**config.mk**
```make
export PLATFORM = sky130hd
export DESIGN_NAME = decode_stage_flat
export DESIGN_NICKNAME = d
export VERILOG_FILES = /design/src/rtl/decode_stage_if.sv /design/src/rtl/decode_stage.sv /design/src/flat_wrapper.sv
export SDC_FILE = /design/constraint.sdc
export NUM_CORES = 1
export LEC_CHECK = 0
export BUFFER_PORTS_ARGS = -buffer_cell sky130_fd_sc_hd__buf_4
export CAP_MARGIN = 20
export CORE_ASPECT_RATIO = 1.4
export CORE_MARGIN = 10
export CORE_UTILIZATION = 33
export DETAILED_ROUTE_END_ITERATION = 7
export PLACE_DENSITY = 0.65
export SYNTH_ARGS = -nofsm -noshare
export SYNTH_HDL_FRONTEND = slang
export SYNTH_SLANG_ARGS = --single-unit
```
**constraint.sdc**
```tcl
create_clock -name clk -period 1.54 [get_ports clk]
set_clock_uncertainty 0.05 [all_clocks]
set_input_delay 0.308 -clock clk [delete_from_list [all_inputs] [get_ports clk]]
set_output_delay 0.308 -clock clk [all_outputs]
set_load 0.05 [all_outputs]
```
**src/rtl/decode_stage_if.sv**
```systemverilog
//------------------------------------------------------------------------------
// decode_stage_if : fetch-side and downstream-side handshake bundle of the
//                   decode stage.
// Revision 1.0 - initial release
//------------------------------------------------------------------------------
`default_nettype none

interface decode_stage_if #(
  parameter int INST_WIDTH = 32,
  parameter int REG_WIDTH  = 4,
  parameter int DATA_WIDTH = 32,
  parameter int PC_WIDTH   = 32
);
  logic                  in_valid;
  logic                  in_ready;
  logic [INST_WIDTH-1:0] in_inst;
  logic [PC_WIDTH-1:0]   in_pc;
  logic                  flush;
  logic                  out_valid;
  logic                  out_ready;
  logic [3:0]            op1;
  logic [3:0]            op2;
  logic [REG_WIDTH-1:0]  rd;
  logic [REG_WIDTH-1:0]  rs1;
  logic [REG_WIDTH-1:0]  rs2;
  logic [15:0]           imm16;
  logic [DATA_WIDTH-1:0] imm_ext;
  logic                  is_branch_fmt;
  logic [PC_WIDTH-1:0]   out_pc;

  // master: fetch + downstream consumer; slave: the decode stage itself
  modport master (
    output in_valid, in_inst, in_pc, flush, out_ready,
    input  in_ready, out_valid, op1, op2, rd, rs1, rs2, imm16, imm_ext,
           is_branch_fmt, out_pc
  );

  modport slave (
    input  in_valid, in_inst, in_pc, flush, out_ready,
    output in_ready, out_valid, op1, op2, rd, rs1, rs2, imm16, imm_ext,
           is_branch_fmt, out_pc
  );
endinterface

`default_nettype wire

```
**src/rtl/decode_stage.sv**
```systemverilog
//------------------------------------------------------------------------------
// decode_stage : registered instruction decode with valid/ready flow control
//                and a 2-entry (main + skid) buffer.
// Revision 1.0 - initial release
//------------------------------------------------------------------------------
`default_nettype none

module decode_stage #(
  parameter int INST_WIDTH = 32,
  parameter int REG_WIDTH  = 4,
  parameter int DATA_WIDTH = 32,
  parameter int PC_WIDTH   = 32,
  parameter bit IMM_SIGNED = 1'b1
) (
  input  logic          clk,
  input  logic          reset,
  decode_stage_if.slave bus
);
  localparam int c_bw = 8 + 3*REG_WIDTH + 16 + PC_WIDTH;

  typedef enum logic [1:0] {
    EMPTY = 2'd0,
    ONE   = 2'd1,
    FULL  = 2'd2
  } state_t;

  state_t          r_state;
  state_t          w_state_nxt;
  logic            r_in_ready;
  logic [c_bw-1:0] r_main;
  logic [c_bw-1:0] r_skid;
  logic [c_bw-1:0] w_dec;
  logic            w_accept;
  logic            w_xfer;
  logic            w_out_valid;
  logic            w_load_main_in;
  logic            w_load_main_skid;
  logic            w_load_skid;
  logic [31:0]     w_inst;
  logic [15:0]     w_main_imm16;

  assign w_inst = bus.in_inst[31:0];

  // Branch format (op1 = 01xx) shifts the source specifiers up one slot
  assign w_dec = {w_inst[31:28],
                  w_inst[27:24],
                  REG_WIDTH'(w_inst[23:20]),
                  REG_WIDTH'(w_inst[30] ? w_inst[23:20] : w_inst[19:16]),
                  REG_WIDTH'(w_inst[30] ? w_inst[19:16] : w_inst[15:12]),
                  w_inst[15:0],
                  bus.in_pc};

  assign w_out_valid = (r_state != EMPTY);
  assign w_accept    = bus.in_valid && r_in_ready;
  assign w_xfer      = w_out_valid && bus.out_ready;

  always_comb begin
    w_state_nxt      = r_state;
    w_load_main_in   = 1'b0;
    w_load_main_skid = 1'b0;
    w_load_skid      = 1'b0;
    case (r_state)
      EMPTY: begin
        if (w_accept) begin
          w_state_nxt    = ONE;
          w_load_main_in = 1'b1;
        end
      end
      ONE: begin
        if (w_accept && w_xfer) begin
          w_load_main_in = 1'b1;
        end else if (w_accept) begin
          w_state_nxt = FULL;
          w_load_skid = 1'b1;
        end else if (w_xfer) begin
          w_state_nxt = EMPTY;
        end
      end
      FULL: begin
        // in_ready is low here, so no accept can coincide with the drain
        if (w_xfer) begin
          w_state_nxt      = ONE;
          w_load_main_skid = 1'b1;
        end
      end
      default: w_state_nxt = EMPTY;
    endcase
    if (bus.flush) begin
      w_state_nxt = EMPTY;
    end
  end

  always_ff @(posedge clk) begin
    if (reset) begin
      r_state    <= EMPTY;
      r_in_ready <= 1'b1;
      r_main     <= '0;
      r_skid     <= '0;
    end else begin
      r_state    <= w_state_nxt;
      r_in_ready <= (w_state_nxt != FULL);
      if (w_load_main_in) begin
        r_main <= w_dec;
      end else if (w_load_main_skid) begin
        r_main <= r_skid;
      end
      if (w_load_skid) begin
        r_skid <= w_dec;
      end
    end
  end

  assign bus.in_ready  = r_in_ready;
  assign bus.out_valid = w_out_valid;
  assign {bus.op1, bus.op2, bus.rd, bus.rs1, bus.rs2, w_main_imm16, bus.out_pc} = r_main;
  assign bus.imm16         = w_main_imm16;
  assign bus.is_branch_fmt = r_main[c_bw-2];

  generate
    if (IMM_SIGNED) begin : g_sext
      assign bus.imm_ext = DATA_WIDTH'($signed(w_main_imm16));
    end else begin : g_zext
      assign bus.imm_ext = DATA_WIDTH'(w_main_imm16);
    end
  endgenerate

endmodule

`default_nettype wire

```
**src/flat_wrapper.sv**
```systemverilog
// flat-port wrapper written by rule: the top's interface ports become plain ports
module decode_stage_flat 
#(
  parameter int INST_WIDTH = 32,
  parameter int REG_WIDTH  = 4,
  parameter int DATA_WIDTH = 32,
  parameter int PC_WIDTH   = 32,
  parameter bit IMM_SIGNED = 1'b1
)
  (clk, reset, bus_in_valid, bus_in_inst, bus_in_pc, bus_flush, bus_out_ready, bus_in_ready, bus_out_valid, bus_op1, bus_op2, bus_rd, bus_rs1, bus_rs2, bus_imm16, bus_imm_ext, bus_is_branch_fmt, bus_out_pc);
  decode_stage_if #(.INST_WIDTH(INST_WIDTH), .REG_WIDTH(REG_WIDTH), .DATA_WIDTH(DATA_WIDTH), .PC_WIDTH(PC_WIDTH)) bus_i ();
  input  logic clk;
  input  logic reset;
  input wire logic [$bits(bus_i.in_valid)-1:0] bus_in_valid;
  input wire logic [$bits(bus_i.in_inst)-1:0] bus_in_inst;
  input wire logic [$bits(bus_i.in_pc)-1:0] bus_in_pc;
  input wire logic [$bits(bus_i.flush)-1:0] bus_flush;
  input wire logic [$bits(bus_i.out_ready)-1:0] bus_out_ready;
  output wire logic [$bits(bus_i.in_ready)-1:0] bus_in_ready;
  output wire logic [$bits(bus_i.out_valid)-1:0] bus_out_valid;
  output wire logic [$bits(bus_i.op1)-1:0] bus_op1;
  output wire logic [$bits(bus_i.op2)-1:0] bus_op2;
  output wire logic [$bits(bus_i.rd)-1:0] bus_rd;
  output wire logic [$bits(bus_i.rs1)-1:0] bus_rs1;
  output wire logic [$bits(bus_i.rs2)-1:0] bus_rs2;
  output wire logic [$bits(bus_i.imm16)-1:0] bus_imm16;
  output wire logic [$bits(bus_i.imm_ext)-1:0] bus_imm_ext;
  output wire logic [$bits(bus_i.is_branch_fmt)-1:0] bus_is_branch_fmt;
  output wire logic [$bits(bus_i.out_pc)-1:0] bus_out_pc;
  assign bus_i.in_valid = bus_in_valid;
  assign bus_i.in_inst = bus_in_inst;
  assign bus_i.in_pc = bus_in_pc;
  assign bus_i.flush = bus_flush;
  assign bus_i.out_ready = bus_out_ready;
  assign bus_in_ready = bus_i.in_ready;
  assign bus_out_valid = bus_i.out_valid;
  assign bus_op1 = bus_i.op1;
  assign bus_op2 = bus_i.op2;
  assign bus_rd = bus_i.rd;
  assign bus_rs1 = bus_i.rs1;
  assign bus_rs2 = bus_i.rs2;
  assign bus_imm16 = bus_i.imm16;
  assign bus_imm_ext = bus_i.imm_ext;
  assign bus_is_branch_fmt = bus_i.is_branch_fmt;
  assign bus_out_pc = bus_i.out_pc;
  decode_stage #(.INST_WIDTH(INST_WIDTH), .REG_WIDTH(REG_WIDTH), .DATA_WIDTH(DATA_WIDTH), .PC_WIDTH(PC_WIDTH), .IMM_SIGNED(IMM_SIGNED)) u_core (.clk(clk), .reset(reset), .bus(bus_i));
endmodule
```
======== Word-level counts from Yosys, hierarchy flattened ========
Index checks and enable logic that the tools add are counted.
cells by class
  equality and inequality tests ........... 3
  mux-type cells .......................... 18
  reduce and logical (&&, ||, !) cells .... 6
operator list
  operator                                       count
  2-to-1 mux 68 bit                              2
  2-to-1 mux 2 bit                               6
  2-to-1 mux 4 bit                               2
  2-to-1 mux 1 bit                               6
  case mux 2 bit (3 select lines)                1
  nonzero test 2 bit                             2
  logical AND 1 bit                              3
  == test 2 x 1 -> 1 bit, second input constant  1
  == test 2 bit, second input constant           1
  logical NOT 2 bit                              1
  inequality test 2 bit, second input constant   1
  case mux 1 bit (2 select lines)                1
storage, ports and cells
  flip-flop bits (word level) ............. 139
  bits of input ports ..................... 69
  output and inout bits ................... 103
  logic and storage cells ................. 31

======== Logic depth before layout (Yosys ltp) ========
  word-level depth ........................ 8
  gate-level depth with buffers ........... 6
  depth with buffers taken out ............ 3

======== Worst setup path before layout ========
OpenSTA, ideal clock, no wires.
  path type ............................... register to register
  from .................................... reg u_core.r_in_ready (netlist: u_core.bus.in_ready)
  to ...................................... reg u_core.r_skid[32]
  arrival time ............................ 1,519 ps
  setup slack ............................. -161 ps
  stages on the path, launching flop included .. 6
  buffers on the path ..................... 2
  cell sequence ........................... dfxtp_1 -> nand4b_1 -> buf_2 -> clkbuf_1 -> o21ai_0 -> a21oi_1
between the ends
  longest elaborated chain between the ends .. 4
ends and longest elaborated chain
  element                                                       line                                    RTL
  from (decl)                                                   decode_stage.sv:29                      logic r_in_ready;
  from (signal assigned)                                        decode_stage.sv:101                     r_in_ready <= (w_state_nxt != FULL);
  logical AND 1 bit (*)                                         decode_stage.sv:54                      assign w_accept = bus.in_valid && r_in_ready;
  2-to-1 mux 1 bit / logical AND 1 bit (equally long branches)  decode_stage.sv:72, decode_stage.sv:70
  2-to-1 mux 1 bit (*)                                          decode_stage.sv:70                      if (w_accept && w_xfer) begin
  2-to-1 mux 1 bit (*)                                          decode_stage.sv:62                      case (r_state)
  to (signal assigned)                                          decode_stage.sv:108                     r_skid <= w_dec;
  to (decl)                                                     decode_stage.sv:31                      logic [c_bw-1:0] r_skid;
Every way passes the cells marked *; elsewhere a longest branch is shown, timed or not.
A chain may end at the register's enable or synchronous reset.

======== Worst setup path after layout ========
  from .................................... reg u_core.r_state[0]
  to ...................................... out bus_out_valid
between the ends
  longest elaborated chain between the ends .. 1
ends and longest elaborated chain
  element                 line                 RTL
  from (decl)             decode_stage.sv:27   state_t r_state;
  from (signal assigned)  decode_stage.sv:100  r_state <= w_state_nxt;
  nonzero test 2 bit      decode_stage.sv:53   assign w_out_valid = (r_state != EMPTY);
  to (decl)               flat_wrapper.sv:20   output wire logic [$bits(bus_i.out_valid)-1:0] bus_out_valid;
Every way passes these cells.

==> run metrics <==
outcome=finished with violations; failing checks=negative setup slack; initial antenna violation count=0; IO Port Bufs=171; Cell Area, Synth=6350 µm²; largest net degree at the start of global routing=61; sequential fraction of design power=40.1%; Logic pwr share=20.4%; CP Capture Type=primary output; final hold violations=0; Slew Viols, Final=0; Seq/Total Area, Yosys=43.8%; fin util=43.2%; syn_nets=830; max cap viols=0; fin cells=1,123; worst-skew pair later-pin latency=0.42 ns; antenna-violating nets left=0; DRC viols=0; relative slew slack=78.4%; Worst VDD drop=0.627 mV; Reg area=2800 µm²; Placer Congestion=0.749; placed cells=1,090; P_sw=3.01 mW; multi-input logic area=2870 µm²; unrepaired setup endpoints after global routing=yes; worst-margin pin slew=0.323 ns; fmax=647 MHz; Top Ports=172; DP Worst Slack=0.0638 ns; CP cell instances=or2_4, buf_8; vias=6,024; P per Cell Area=1170 nW/µm²; Switching Fraction=31.1%; Reg clk slew, reported paths=0.05 ns; commonest non-fill, non-tap cells in the layout=buf_4 (184), dfxtp_1 (135), nand2_1 (120); final WL=20,700 µm; Worst path slowest cell=dfxtp_4; post-route cell area=8240 µm²; final-stage net count=931; Die W=137 µm; post-DR wirelength/cell=18.4 µm; worst min path class=in2reg; worst path buffer plus inverter count=1; Clk pwr share=39.4%; Adder-Cell Fraction of Synth Area=0%; chip height=184 µm; largest family of logic cells by synthesized area=compound AO/OA/AOI/OAI gates; Gate Count Post-Synth=761; n_diodes=0; worst-path fanout max=8; All-Layer GR Usage=16.2%; Core ar.=19,100 µm²; Final WS setup=-0.00569 ns; simple-gate share of the synthesized area=20.1%; Initial DRC Count=374; post-synthesis mux area share=2.68%; total gr overflow=0; Synth Area in XOR/XNOR=0.138%; minimum clock period=1.55 ns; Clock Sinks=139; compound-gate portion of the synthesized area=22.0%; share of cells above drive strength 1=29.9%; DR pass1 iterations=5; Worst Path Required=1.18 ns; Yosys cell types=30; CTS tree=yes; crit share post-route=100%; clk buf depth=2; most common cell after layout, fill and taps aside=buf_4; post-DR vias/cell=5.36; Synth Area per Inst=8.34 µm²; die area=25,300 µm²; Static Leak=3.06 nW; Synth-to-Final Area Change=29.8%; number of global-route vias before repair=5,977; global-route wire length before repair=32,600 µm; hpwl dp=13,300 µm; Initial Utilization=33.3%; dpl cell area=7660 µm²; crit-path max cell delay=0.36 ns; CP Launch Type=flop; crit-path leading delay family=flip-flops; setup violators final=1; Int Pwr=6.67 mW; number of CTS-inserted buffers=17; H-Tree Depth=4; fill count=1,960; Syn. warnings=0; Std-Cell Rows=60; Setup Crit Path Kind=reg2out; CTS root buffer=clkbuf_16; Yosys reg bits=139; crit path DAT=1.19 ns
-- repair_timing --
item                                    CTS  global route
endpoints found under the setup margin   19             3
gates resized for setup                   6             3
buffers inserted                          0             1
hold buffers                              0             0
pin swaps                                 0             1
-- stage by stage --
stage               hold WS, ns  total power [mW]  setup TNS [ns]
global placement          0.410              5.94               0
detailed placement        0.414              5.95               0
CTS                     0.00195              9.80         -0.0263
floorplan                 0.337              5.30               0
finish                   0.0184              9.68        -0.00569
global route            0.00805              10.1         -0.0519
-- registers in the layout, indices dropped and copies added (netlist names) --
| name | cells |
|---|---|
| u_core.r_main | 68 |
| u_core.bus.in_ready | 1 |
| u_core.r_skid | 68 |
| u_core.r_state | 2 |
-- Yosys cell counts --
| cell type | count | area, µm² |
|---|---|---|
| o21ai_0 | 60 | 300 |
| o21a_1 | 1 | 7.51 |
| buf_6 | 8 | 90.1 |
| inv_1 | 2 | 7.51 |
| xnor2_1 | 1 | 8.76 |
| nand3b_1 | 1 | 7.51 |
| nand3b_4 | 1 | 20.0 |
| a2111oi_2 | 8 | 120 |
| mux2i_1 | 8 | 80.1 |
| nand4b_1 | 1 | 8.76 |
| and3b_1 | 1 | 8.76 |
| nand3_1 | 60 | 300 |
| and4b_1 | 1 | 10.0 |
| dfxtp_1 | 139 | 2780 |
| nand2_1 | 120 | 450 |
| a311oi_2 | 5 | 75.1 |
| nor3_1 | 84 | 420 |
| buf_2 | 33 | 165 |
| a21oi_1 | 69 | 345 |
| and2_1 | 1 | 6.26 |
| or4_1 | 1 | 7.51 |
| mux2_2 | 8 | 90.1 |
| nor2b_1 | 1 | 6.26 |
| a311oi_1 | 55 | 482 |
| buf_4 | 41 | 308 |
| nand2b_1 | 3 | 18.8 |
| clkbuf_1 | 37 | 139 |
| or2_2 | 1 | 6.26 |
| nor4_1 | 1 | 6.26 |
| a211oi_1 | 9 | 67.6 |
-- per-layer routing --
layer	vias to the layer above	track usage [%]	share of wire (%)
met5	-	0	0
met4	0	7.44	2.9
met3	39	3.69	4.9
met2	181	27.1	50
met1	2875	19.1	42
li1	2929	-	-
-- worst register-to-register path, delay by kind of cell, from the launching register on --
family | cells | cell delay [ns]
compound gates | 1 | 0.07
simple gates | 2 | 0.70
flops | 1 | 0.37
buf+inv | 1 | 0.11
-- power groups by stage --
stage	logic (mW)	clock network, mW	registers (mW)
2_1_floorplan	0.867	0	4.43
3_3_place_gp	1.97	0	3.97
3_5_place_dp	1.99	0	3.97
4_1_cts	1.99	3.91	3.89
5_1_grt	2.09	4.07	3.91
6_report	1.98	3.82	3.89
-- area by class of cell --
| class | instances | area share, % |
|---|---|---|
| well taps | 248 | 3.77 |
| clock buffers | 21 | 5.47 |
| repair buffers | 201 | 20.7 |
| inverters | 2 | 0.0911 |
| clock inverters | 11 | 1.18 |
| flip-flops and latches | 139 | 33.9 |
| multi-input cells | 501 | 34.8 |
-- path summary, 6_finish.rpt --
kind,startpoint,to,slack (ns),cells past startpoint
worst max-delay path,u_core.r_state[0],bus_out_valid,-0.006,2
worst min-delay path,bus_flush,u_core.r_state[1],0.02,2
worst max register to register,u_core.r_state[0],u_core.bus.in_ready,0.11,4
worst min register to register,u_core.r_skid[32],u_core.r_main[32],0.42,2
-- kinds of logic after synthesis --
family | Yosys count
multiplexers | 16
AND/OR/NAND/NOR | 277
flip-flops | 139
buffers and inverters | 121
AO/OA/AOI/OAI | 207
XOR/XNOR | 1
Note: power is estimated with default switching activity, not from simulation.
